File: src/rtl/var_assign_table.sv
// Variable-assignment store for the BCP engine: per-variable value and decision
// level, with write-conflict detection, a live assigned count and a backtrack sweep.
module var_assign_table #(
    parameter int VAR_NUM     = 8,
    parameter int ADDR_WIDTH  = 3,
    parameter int LEVEL_WIDTH = 4
) (
    input  logic                   clock,
    input  logic                   reset,
    input  logic                   en,
    input  logic                   r_w,
    input  logic [ADDR_WIDTH-1:0]  address,
    input  logic [1:0]             din_val,
    input  logic [LEVEL_WIDTH-1:0] din_level,
    output logic [1:0]             dout_val,
    output logic [LEVEL_WIDTH-1:0] dout_level,
    output logic                   conflict,
    input  logic                   bt_start,
    input  logic [LEVEL_WIDTH-1:0] bt_level,
    output logic                   busy,
    output logic [ADDR_WIDTH:0]    assigned_count
);

    typedef enum logic [0:0] {
        S_IDLE  = 1'b0,
        S_SWEEP = 1'b1
    } state_t;

    localparam logic [1:0]            VAL_NONE  = 2'b00;
    localparam logic [1:0]            VAL_ILL   = 2'b11;
    localparam logic [ADDR_WIDTH:0]   VAR_NUM_W = (ADDR_WIDTH+1)'(VAR_NUM);
    localparam logic [ADDR_WIDTH-1:0] LAST_IDX  = ADDR_WIDTH'(VAR_NUM - 1);
    localparam logic [ADDR_WIDTH:0]   CNT_ONE   = (ADDR_WIDTH+1)'(1);

    state_t                   state_q, state_d;
    logic [ADDR_WIDTH-1:0]    idx_q, idx_d;
    logic [LEVEL_WIDTH-1:0]   bt_lvl_q, bt_lvl_d;
    logic [1:0]               val_q [VAR_NUM];
    logic [LEVEL_WIDTH-1:0]   lvl_q [VAR_NUM];
    logic [ADDR_WIDTH:0]      count_q, count_d;
    logic [1:0]               dout_val_q, dout_val_d;
    logic [LEVEL_WIDTH-1:0]   dout_level_q, dout_level_d;
    logic                     conflict_q, conflict_d;
    logic                     busy_q, busy_d;

    logic                     addr_ok_s;
    logic [1:0]               cur_val_s;
    logic [LEVEL_WIDTH-1:0]   cur_lvl_s;
    logic [1:0]               sw_val_s;
    logic [LEVEL_WIDTH-1:0]   sw_lvl_s;
    logic                     upd_s;
    logic [ADDR_WIDTH-1:0]    upd_idx_s;
    logic [1:0]               upd_val_s;
    logic [LEVEL_WIDTH-1:0]   upd_lvl_s;

    function automatic logic is_assigned(input logic [1:0] v);
        return (v != VAL_NONE);
    endfunction

    // Current entry at the access address; out-of-range addresses read as empty.
    always_comb begin
        addr_ok_s = ({1'b0, address} < VAR_NUM_W);
        if (addr_ok_s) begin
            cur_val_s = val_q[address];
            cur_lvl_s = lvl_q[address];
        end else begin
            cur_val_s = VAL_NONE;
            cur_lvl_s = '0;
        end
        sw_val_s = val_q[idx_q];
        sw_lvl_s = lvl_q[idx_q];
    end

    // FSM state register.
    always_ff @(posedge clock) begin
        if (reset) begin
            state_q <= S_IDLE;
        end else begin
            state_q <= state_d;
        end
    end

    // FSM next-state logic.
    always_comb begin
        state_d = state_q;
        case (state_q)
            S_IDLE: begin
                if (bt_start) state_d = S_SWEEP;
                else          state_d = S_IDLE;
            end
            S_SWEEP: begin
                if (idx_q == LAST_IDX) state_d = S_IDLE;
                else                   state_d = S_SWEEP;
            end
            default: state_d = S_IDLE;
        endcase
    end

    // FSM outputs: access decode, conflict detection, sweep clearing and count update.
    always_comb begin
        idx_d        = idx_q;
        bt_lvl_d     = bt_lvl_q;
        count_d      = count_q;
        dout_val_d   = dout_val_q;
        dout_level_d = dout_level_q;
        conflict_d   = 1'b0;
        upd_s        = 1'b0;
        upd_idx_s    = address;
        upd_val_s    = VAL_NONE;
        upd_lvl_s    = '0;
        case (state_q)
            S_IDLE: begin
                if (bt_start) begin
                    // A start request takes priority; any same-cycle access is dropped.
                    idx_d    = '0;
                    bt_lvl_d = bt_level;
                end else if (en && r_w) begin
                    dout_val_d   = cur_val_s;
                    dout_level_d = cur_lvl_s;
                end else if (en && (din_val != VAL_ILL) && addr_ok_s) begin
                    if (din_val == VAL_NONE) begin
                        upd_s = 1'b1;
                        if (is_assigned(cur_val_s)) count_d = count_q - CNT_ONE;
                        else                        count_d = count_q;
                    end else if (!is_assigned(cur_val_s)) begin
                        upd_s     = 1'b1;
                        upd_val_s = din_val;
                        upd_lvl_s = din_level;
                        count_d   = count_q + CNT_ONE;
                    end else if (cur_val_s != din_val) begin
                        conflict_d = 1'b1;
                    end else begin
                        // Re-asserting the same value keeps the original level.
                        upd_s = 1'b0;
                    end
                end else begin
                    upd_s = 1'b0;
                end
            end
            S_SWEEP: begin
                idx_d     = idx_q + ADDR_WIDTH'(1);
                upd_idx_s = idx_q;
                if (is_assigned(sw_val_s) && (sw_lvl_s > bt_lvl_q)) begin
                    upd_s   = 1'b1;
                    count_d = count_q - CNT_ONE;
                end else begin
                    upd_s = 1'b0;
                end
            end
            default: begin
                idx_d = '0;
            end
        endcase
        busy_d = (state_d == S_SWEEP);
    end

    // Entry storage; reset clears every variable.
    always_ff @(posedge clock) begin
        if (reset) begin
            for (int i = 0; i < VAR_NUM; i++) begin
                val_q[i] <= VAL_NONE;
                lvl_q[i] <= '0;
            end
        end else if (upd_s) begin
            val_q[upd_idx_s] <= upd_val_s;
            lvl_q[upd_idx_s] <= upd_lvl_s;
        end else begin
            val_q[upd_idx_s] <= val_q[upd_idx_s];
            lvl_q[upd_idx_s] <= lvl_q[upd_idx_s];
        end
    end

    // Registered outputs and sweep bookkeeping.
    always_ff @(posedge clock) begin
        if (reset) begin
            idx_q        <= '0;
            bt_lvl_q     <= '0;
            count_q      <= '0;
            dout_val_q   <= VAL_NONE;
            dout_level_q <= '0;
            conflict_q   <= 1'b0;
            busy_q       <= 1'b0;
        end else begin
            idx_q        <= idx_d;
            bt_lvl_q     <= bt_lvl_d;
            count_q      <= count_d;
            dout_val_q   <= dout_val_d;
            dout_level_q <= dout_level_d;
            conflict_q   <= conflict_d;
            busy_q       <= busy_d;
        end
    end

    assign dout_val       = dout_val_q;
    assign dout_level     = dout_level_q;
    assign conflict       = conflict_q;
    assign busy           = busy_q;
    assign assigned_count = count_q;

endmodule

File: config.mk
export PLATFORM = sky130hd
export DESIGN_NAME = var_assign_table
export DESIGN_NICKNAME = d
export VERILOG_FILES = /design/src/rtl/var_assign_table.sv
export SDC_FILE = /design/constraint.sdc
export NUM_CORES = 1
export LEC_CHECK = 0
export ABC_AREA = 1
export CORE_ASPECT_RATIO = 1.2
export CORE_UTILIZATION = 30
export CTS_CLUSTER_DIAMETER = 40
export CTS_CLUSTER_SIZE = 12
export DETAILED_ROUTE_END_ITERATION = 8
export HOLD_SLACK_MARGIN = 0.08
export MAX_ROUTING_LAYER = met4
export PLACE_DENSITY = 0.44
export SKIP_LAST_GASP = 1
export SLEW_MARGIN = 20
export SYNTH_ARGS = -nofsm -noshare
export SYNTH_HDL_FRONTEND = slang
export SYNTH_SLANG_ARGS = --single-unit
File: constraint.sdc
create_clock -name clock -period 7.76 [get_ports clock]
set_input_delay 1.552 -clock clock [delete_from_list [all_inputs] [get_ports clock]]
set_output_delay 1.552 -clock clock [all_outputs]
set_load 0.03 [all_outputs]
==> results of run 1 <==
==> layout by cell type, fill, tap and decap left out, drive strengths merged, types with 2 or more instances in the layout <==
master	synthesis	routed
dfxtp	22	22
a31oi	4	4
inv	55	55
clkbuf	10	9
o21ai	48	48
bufinv	0	2
clkinv	1	5
nor2	88	88
o211ai	11	11
clkdlybuf4s50	0	29
xor2	2	2
a21oi	34	34
edfxtp	48	48
or2	2	2
ha	8	8
nor3	3	3
nand4	7	7
nand3	37	37
nand2	75	75
==> final timing paths <==
check,start,to,slack (ps),depth (start not counted)
setup / recovery,flop,val_q[4][0],3500,14
hold / removal,bt_lvl_q[2],bt_lvl_q[2],470,2
setup reg to reg,flop,val_q[4][0],3500,14
hold reg to reg,bt_lvl_q[2],bt_lvl_q[2],470,2
==> routing by layer <==
| layer | up-vias | global-route usage (%) | wire length [um] |
|---|---|---|---|
| met2 | 71 | 28.7 | 5340 |
| met5 | - | - | 0 |
| met3 | 14 | 3.26 | 421 |
| li1 | 1613 | - | - |
| met1 | 1527 | 22.8 | 5060 |
| met4 | 0 | 6.63 | 232 |
==> cell type report <==
cell class	instances	area, um^2	share of cell area (%)
Inverter	56	213	4.64
Multi-Input combinational cell	323	1670	36.5
Timing Repair Buffer	30	298	6.50
Clock inverter	7	88.8	1.94
Tap cell	161	201	4.40
Sequential cell	70	1880	41.1
Clock buffer	9	225	4.92
==> power by group <==
| group | total, uW | leakage (uW) | switching [uW] | internal (uW) |
|---|---|---|---|---|
| registers | 427 | 0.000674 | 12.8 | 414 |
| clock network | 433 | 0.000150 | 154 | 279 |
| logic | 131 | 0.00101 | 86.1 | 44.9 |
| total | 990 | 0.00183 | 253 | 738 |
==> state kept, by name (all words and copies together) (netlist names), named ones only <==
register	count
bt_lvl_q	4
assigned_count	4
dout_val	2
dout_level	4
idx_q	3
conflict	1
busy	1
val_q	16
lvl_q	32
==> worst max-delay path, cell delays in order, from the launching register on <==
cell,delay [ps]
dfxtp_1,870
inv_1,460
o21ai_0,350
a21oi_1,140
a31oi_1,250
ha_1,280
nand2_1,80
inv_1,50
a31oi_1,210
nand2_1,100
o21ai_2,350
nand2_4,110
nor2_8,300
nand2_4,120
nand2_1,240
==> stage by stage <==
stage | utilization (%) | area [um^2] | total power [uW] | worst slack [ps]
final | 37.3 | 4580 | 990 | 3500
after detailed placement | 34.8 | 4270 | 565 | 3260
after global routing | 37.3 | 4580 | 1030 | 3200
after global placement | 34.8 | 4270 | 566 | 3290
after CTS | 37.3 | 4580 | 1000 | 3510
after floorplan | - | 3850 | 521 | 4450
==> cells by family (layout without fill, tap and decap cells) <==
family                   count (synthesis)  in the layout  share of synthesized area [%]
flip-flops                              70             70                           48.9
AO/OA/AOI/OAI                           98             98                           13.8
buffers and inverters                   71            102                           7.64
XOR/XNOR                                 3              3                          0.683
AND/OR/NAND/NOR                        214            214                           26.4
adder cells (fa/ha/maj)                  8              8                           2.60
==> impl_metrics.csv, run 1 <==
group,metric,value,unit
status,status,"complete, no violations",
drt,dr.pass1.iters,7,
clock_network,clock-sinks,70,
pwr,power.density,216,nW/um^2
drt,vias,3225,
flow_run,drv_cap,0,
setup_path,cp-start-kind,"flop",
setup_path,worstPathArrival,4260,ps
setup_path,criticalPathCategory,"flop to flop",
logic_synthesis,synth_area,3850,um^2
sta,drv_slew,0,
die,rows,44,
die,coreArea,12300,um^2
clock_network,clockBufferDepth,2,
drt,wl_per_cell,16.8,um
drt,first_iter_violations,282,
finish,area_growth,19.0,%
clock_network,ctsHoldBuffers,0,
sta,fmax,235,MHz
die,dieHeight,126,um
logic_synthesis,synthFlopType,"edfxtp_1",
logic_synthesis,synth_area_leaders,"edfxtp_1 (37%), dfxtp_1 (11%), nor2_1 (8.5%), o21ai_0 (6.1%), nand2_1 (5.9%)",
pwr,power.leakage,0.00183,uW
logic_synthesis,ys_seq_area_share,48.9,%
global_routing,grt_pass1_wl,17200,um
logic_synthesis,synth_most_common_cell,"nor2_1",
setup_path,worstSetupEndpointType,"flop",
sta,finalCritPeriodShare,54.9,%
die,die_x,105,um
clock_network,cts_max_level,3,
pwr,vdd_ir_drop_max,0.000127,V
logic_synthesis,synth_top_area_share,37.5,%
die,fp.dieArea,13300,um^2
sta,fin_crit,4260,ps
logic_synthesis,netlist_instances,464,
global_routing,antenna_found_initial,0,
logic_synthesis,synth_async_sr_flop_share,0,%
clock_network,ctsRootBufferMaster,"clkbuf_16",
clock_network,clock_latency,340,ps
clock_network,numCtsBuffers,9,
drt,final_antenna_net_count,0,
sta,setup_tns,0,ps
global_routing,grt_max_degree,37,
finish,drive_above_1_share,7.88,%
logic_synthesis,synth_area_leader_cell,"edfxtp_1",
sta,fin_hold_ws,466,ps
sta,grt_setup_unrepaired,"false",
setup_path,path_max_fanout,26,
logic_synthesis,synth_nets,490,
global_routing,grt_pass1_vias,3085,
sta,skew,11.0,ps
sta,max_slew_margin,42.2,%
die,start_util,31.3,%
global_routing,grt_overflow,0,
clock_network,cts_tree,"built",
finish,num-fill-cells,1258,
sta,setup_viol_count_final,0,
logic_synthesis,synth_edf_count,48,
logic_synthesis,ys_ff_latch,70,
logic_synthesis,yosysUniqueCellTypes,30,
global_routing,grtUsageTotal,18.0,%
placed_design,hpwl,8170,um
clock_network,cts_resized,0,
placed_design,numPortBuffers,29,
finish,antenna_cells,0,
drt,avgViaCountPerCell,4.92,
placed_design,dp_cells,640,
logic_synthesis,synth.avg_cell_area,8.29,um^2
logic_synthesis,synth.top_cells.by_count,"nor2_1 (87), nand2_1 (60), inv_1 (53)",
min_path,hold_path_class,"flop to flop",
drt,wirelength,11100,um
die,io_pins,30,
sta,tightest_slew,864,ps
clock_network,clk_pin_slew,60,ps
finish,final_cells,656,
sta,hold_violations,0,
drt,remaining_drc_errors,0,
finish,nets,516,
placed_design,gp_congestion,0.884,
logic_synthesis,yosys_warnings,0,
clock_network,post_cts_buffers,0,
setup_path,cp.required,7760,ps
(Power assumes the default switching activity.)
==> inputs of run 2 (changes only) <==
Settings changed: PLACE_DENSITY 0.44 to 0.45.
Clock period 7.76 ns to 3.6 ns, I/O delays scaled along.
==> run 2 against run 1 <==
- clock power grew 95%
- wire length grew 0.24%
- clock-buffer cell count is the same
- largest power group is now registers
- non-clock buffer count grew 15
- cell area grew 1.7%
- hold slack gained 3.2 ps
- first-iteration DRC count grew 3.5%
- largest cell class unchanged
- critical path type unchanged
- fmax grew 33%
==> impl_metrics.csv, run 2 (synthesized netlist as in run 1, its figures left out) <==
group,metric,value,unit
status,status,"complete, no violations",
clock_network,clock_latency,340,ps
sta,grt_setup_unrepaired,"false",
pwr,power.leakage,0.00188,uW
die,dieHeight,126,um
drt,remaining_drc_errors,0,
sta,skew,5.07,ps
clock_network,clk_pin_slew,60,ps
finish,largest_register_ffs,32,
finish,fin_area,4660,um^2
finish,drive_above_1_share,10.2,%
sta,hold_violations,0,
pwr,power.density,442,nW/um^2
clock_network,ctsRootBufferMaster,"clkbuf_16",
global_routing,grt_pass1_vias,3202,
global_routing,grt_max_degree,26,
global_routing,antenna_found_initial,0,
finish,num-fill-cells,1255,
setup_path,worstSetupEndpointType,"flop",
setup_path,crit_chain,"buf_4 > o21ai_0 > o21ai_0 > a21oi_1 > a31oi_1 > ha_1 > nand2_1 > inv_1 > a31oi_1 > nand2_1 > o21ai_2 > nand2_4 > nor2_8 > nand2_4 > nand2_1",
finish,final_common_cell,"nor2_1",
setup_path,criticalPathCategory,"flop to flop",
global_routing,grtUsageTotal,18.2,%
sta,setup_tns,0,ps
clock_network,cts_resized,0,
sta,drv_slew,0,
finish,area_growth,21.0,%
sta,max_slew_margin,57.1,%
finish,fin_util,37.9,%
setup_path,cpMaxStageDelayCell,"dfxtp_1",
flow_run,drv_cap,0,
placed_design,numPortBuffers,29,
placed_design,hpwl,8370,um
finish,nets,531,
sta,tightest_slew,642,ps
clock_network,clock-sinks,70,
clock_network,numCtsBuffers,9,
setup_path,worstPathArrival,3230,ps
min_path,worstHoldStart,"dout_level[1]",
drt,dr.pass1.iters,5,
sta,fin_crit,3210,ps
placed_design,dp_slack,298,ps
clock_network,post_cts_buffers,0,
setup_path,path_common_cell,"nand2_1",
sta,setup_viol_count_final,0,
setup_path,critPathMaxStageDelay,330,ps
global_routing,grt_pass1_wl,17400,um
drt,wirelength,11100,um
drt,first_iter_violations,292,
die,io_pins,30,
min_path,hold_path_class,"flop to flop",
die,rows,44,
setup_path,path_max_fanout,25,
drt,wl_per_cell,16.5,um
clock_network,clockBufferDepth,2,
finish,final_cell_mix,"nor2_1 (87), nand2_1 (60), inv_1 (53)",
clock_network,cts_max_level,3,
finish,top_register,"lvl_q",
finish,antenna_cells,0,
global_routing,grt_overflow,0,
sta,fmax,311,MHz
drt,avgViaCountPerCell,4.95,
setup_path,cp-start-kind,"flop",
placed_design,gp_congestion,0.887,
setup_path,cp.required,3620,ps
die,start_util,31.3,%
drt,final_antenna_net_count,0,
pwr,vdd_ir_drop_max,0.000173,V
placed_design,post_dp_cell_area,4380,um^2
drt,vias,3317,
die,fp.dieArea,13300,um^2
sta,timing.final.ws_setup,388,ps
die,coreArea,12300,um^2
sta,finalCritPeriodShare,89.2,%
die,die_x,105,um
finish,reg.largest.list,"lvl_q: 32 flops, val_q: 16 flops",
clock_network,cts_tree,"built",
clock_network,ctsHoldBuffers,0,
[run 2: metal layers]
layer	share of wire [%]	vias to the layer above	wire length, um	GRT usage, %
met2	46	119	5140	28.1
met3	5.5	35	608	3.99
met1	44	1520	4880	22.1
li1	-	1643	-	-
met4	4.1	0	458	10.1
met5	0	-	0	-
[run 2: critical path: cells and delay by family, from the launching register on]
kind	cells	cell delay, ps
buf+inv	2	290
fa+ha+maj	1	290
flops	1	330
compound gates	6	1050
simple gates	6	920
[run 2: cell type report]
cell class                      count  area (um^2)  share of cell area, %
Tap cell                          161          201                   4.32
Timing Repair Buffer               45          410                   8.81
Clock buffer                        9          225                   4.83
Multi-Input combinational cell    323         1670                   35.9
Sequential cell                    70         1880                   40.4
Clock inverter                      6         53.8                   1.15
Inverter                           56          213                   4.57
[run 2: where the power goes]
group	internal (uW)	total (uW)	switching [uW]
sequential	892	914	22.0
combinational	107	299	192
clock	523	845	322
total	1520	2060	536
[run 2: final timing paths]
| check | to | slack (ps) | cells past startpoint |
|---|---|---|---|
| min | dout_level[1] | 470 | 2 |
| max | val_q[1][0] | 390 | 15 |
| min reg2reg | dout_level[1] | 470 | 2 |
| max reg2reg | val_q[1][0] | 390 | 15 |
[run 2: metrics by stage]
stage	power, uW	cells	hold slack, ps
6_report	2060	670	469
5_1_grt	2140	670	486
4_1_cts	2070	670	469
3_5_place_dp	1230	655	461
3_3_place_gp	1230	655	456
2_1_floorplan	1120	464	436
==> inputs of run 3 (changes only) <==
Settings changed: CORE_ASPECT_RATIO 1.2 to 2.
==> run 3 against run 2 <==
- clock-buffer cell count did not move
- flip-flop and latch count is the same
- wire length is 12% higher
- clock power grew 27%
- total power rose by 11%
- utilization down 0.41 points
- global-route usage grew 3.0 points
- combinational power increased by 1%
- final cell count decreased by 1.8%
- die area is 0.19% higher
- fmax shrank 2.1%
- sequential share of layout area down 0.46 points
- largest power group is now the clock network
==> impl_metrics.csv, run 3 (synthesized netlist as in run 1, its figures left out) <==
group,metric,value,unit
pwr,power.density,487,nW/um^2
die,coreArea,12600,um^2
clock_network,cts_resized,0,
die,rows,58,
drt,dr.pass1.iters,5,
finish,final_common_cell,"nor2_1",
setup_path,worstPathArrival,3290,ps
global_routing,grt_pass1_wl,19000,um
placed_design,dp_cells,642,
drt,avgViaCountPerCell,5.07,
sta,drv_slew,0,
setup_path,r2r-end,"lvl_q[4][0]",
global_routing,grt_pass1_vias,3412,
placed_design,hpwl,9870,um
setup_path,cpMaxStageDelayCell,"dfxtp_1",
drt,first_iter_violations,209,
pwr,vdd_ir_drop_max,0.000215,V
placed_design,gp_congestion,1.00,
sta,grt_setup_unrepaired,"false",
setup_path,critPathMaxStageDelay,370,ps
drt,vias,3339,
finish,antenna_cells,0,
setup_path,crit_family,"compound AO/OA/AOI/OAI gates",
sta,hold_violations,0,
clock_network,cts_max_level,3,
sta,finalCritPeriodShare,91.1,%
clock_network,clk_pin_slew,60,ps
clock_network,numCtsBuffers,9,
finish,top_register,"lvl_q",
global_routing,grt_max_degree,27,
finish,seq_area,1880,um^2
global_routing,grtUsageTotal,21.2,%
clock_network,ctsRootBufferMaster,"clkbuf_16",
finish,reg.largest.list,"lvl_q: 32 flops, val_q: 16 flops",
sta,fmax,305,MHz
pwr,total_power,2290,uW
placed_design,numPortBuffers,29,
drt,remaining_drc_errors,0,
setup_path,critPathBufInv,1,
finish,num-fill-cells,1334,
sta,setup_viol_count_final,0,
setup_path,cp_num_cells,12,
sta,skew,7.11,ps
finish,drive_above_1_share,10.2,%
setup_path,criticalPathCategory,"flop to flop",
die,start_util,30.7,%
setup_path,timing.reg2reg.setup_slack,320,ps
setup_path,crit_chain,"inv_1 > o21ai_0 > a21oi_1 > a31oi_1 > ha_1 > a31oi_1 > nand2_1 > o21ai_2 > nand2_4 > nor2_8 > nand2_4 > nand2_1",
clock_network,clock-sinks,70,
clock_network,cts_tree,"built",
finish,fin_area,4710,um^2
min_path,worstHoldStart,"bt_lvl_q[1]",
die,fp.dieArea,13300,um^2
die,io_pins,30,
clock_network,ctsHoldBuffers,0,
finish,final_cells,658,
placed_design,post_dp_cell_area,4350,um^2
setup_path,cp.required,3610,ps
sta,fin_crit,3280,ps
clock_network,clock_latency,340,ps
min_path,min_delay_path_depth,2,
sta,setup_tns,0,ps
min_path,min_to,"bt_lvl_q[1]",
min_path,hold_path_class,"flop to flop",
setup_path,worstSetupEndpointType,"flop",
clock_network,clockBufferDepth,2,
finish,area_growth,22.4,%
status,status,"complete, no violations",
sta,fin_hold_ws,463,ps
global_routing,grt_overflow,0,
die,dieHeight,162,um
finish,largest_register_ffs,32,
global_routing,antenna_found_initial,0,
setup_path,reg2reg_depth,12,
finish,final_cell_mix,"nor2_1 (87), nand2_1 (60), inv_1 (53)",
setup_path,path_max_fanout,15,
sta,tightest_slew,729,ps
clock_network,post_cts_buffers,0,
die,die_x,82.1,um
drt,wirelength,12500,um
finish,multi_input_area,1670,um^2
finish,nets,529,
drt,wl_per_cell,18.9,um
drt,final_antenna_net_count,0,
setup_path,cp-start-kind,"flop",
sta,max_slew_margin,51.2,%
flow_run,drv_cap,0,
pwr,power.leakage,0.00192,uW
## run 3: cell count changes in the layout (fill, tap and decap cells not counted), sizes merged
cell      delta
buf          -2
bufinv       +3
clkinv       -1
clkinvlp     -1
## run 3: worst reg2reg max path, cell delays in order, from the launching register on
cell     delay [ps]
dfxtp_1         370
inv_1           230
o21ai_0         320
a21oi_1         120
a31oi_1         270
ha_1            310
a31oi_1         240
nand2_1         120
o21ai_2         250
nand2_4         100
nor2_8          290
nand2_4         120
nand2_1         220
## run 3: through the flow
stage	util [%]	setup WS, ps
after floorplan	-	655
after global placement	34.7	284
after detailed placement	34.7	271
after CTS	37.5	279
after global routing	37.5	90.9
final	37.5	320
## run 3: routing by layer
metal	track usage, %	vias up	share of wire (%)
met5	-	-	0
met4	13.1	0	6.1
met3	3.03	32	2.7
met2	39.0	87	57
met1	19.6	1577	34
li1	-	1643	-
## run 3: how the worst max path moves through the flow
stage,startpoint,to
3_3_place_gp,flop,lvl_q[3][1]
3_5_place_dp,address[0],lvl_q[5][2]
6_report,flop,lvl_q[4][0]
2_1_floorplan,flop,lvl_q[0][0]
5_1_grt,flop,lvl_q[4][0]
4_1_cts,flop,lvl_q[4][2]
## run 3: where the power goes
part	total (uW)	internal (uW)	switching, uW	leakage, uW
Sequential	918	893	25.3	0.000674
Combinational	303	106	197	0.00107
Clock	1070	742	330	0.000175
## run 3: final cells by class
type / count / area share [%]
sequential: 70 / 39.9
multi-input combinational: 323 / 35.5
timing repair buffer: 43 / 8.39
clock buffer: 9 / 4.78
inverter: 56 / 4.51
tap: 150 / 3.98
clock inverter: 7 / 2.89
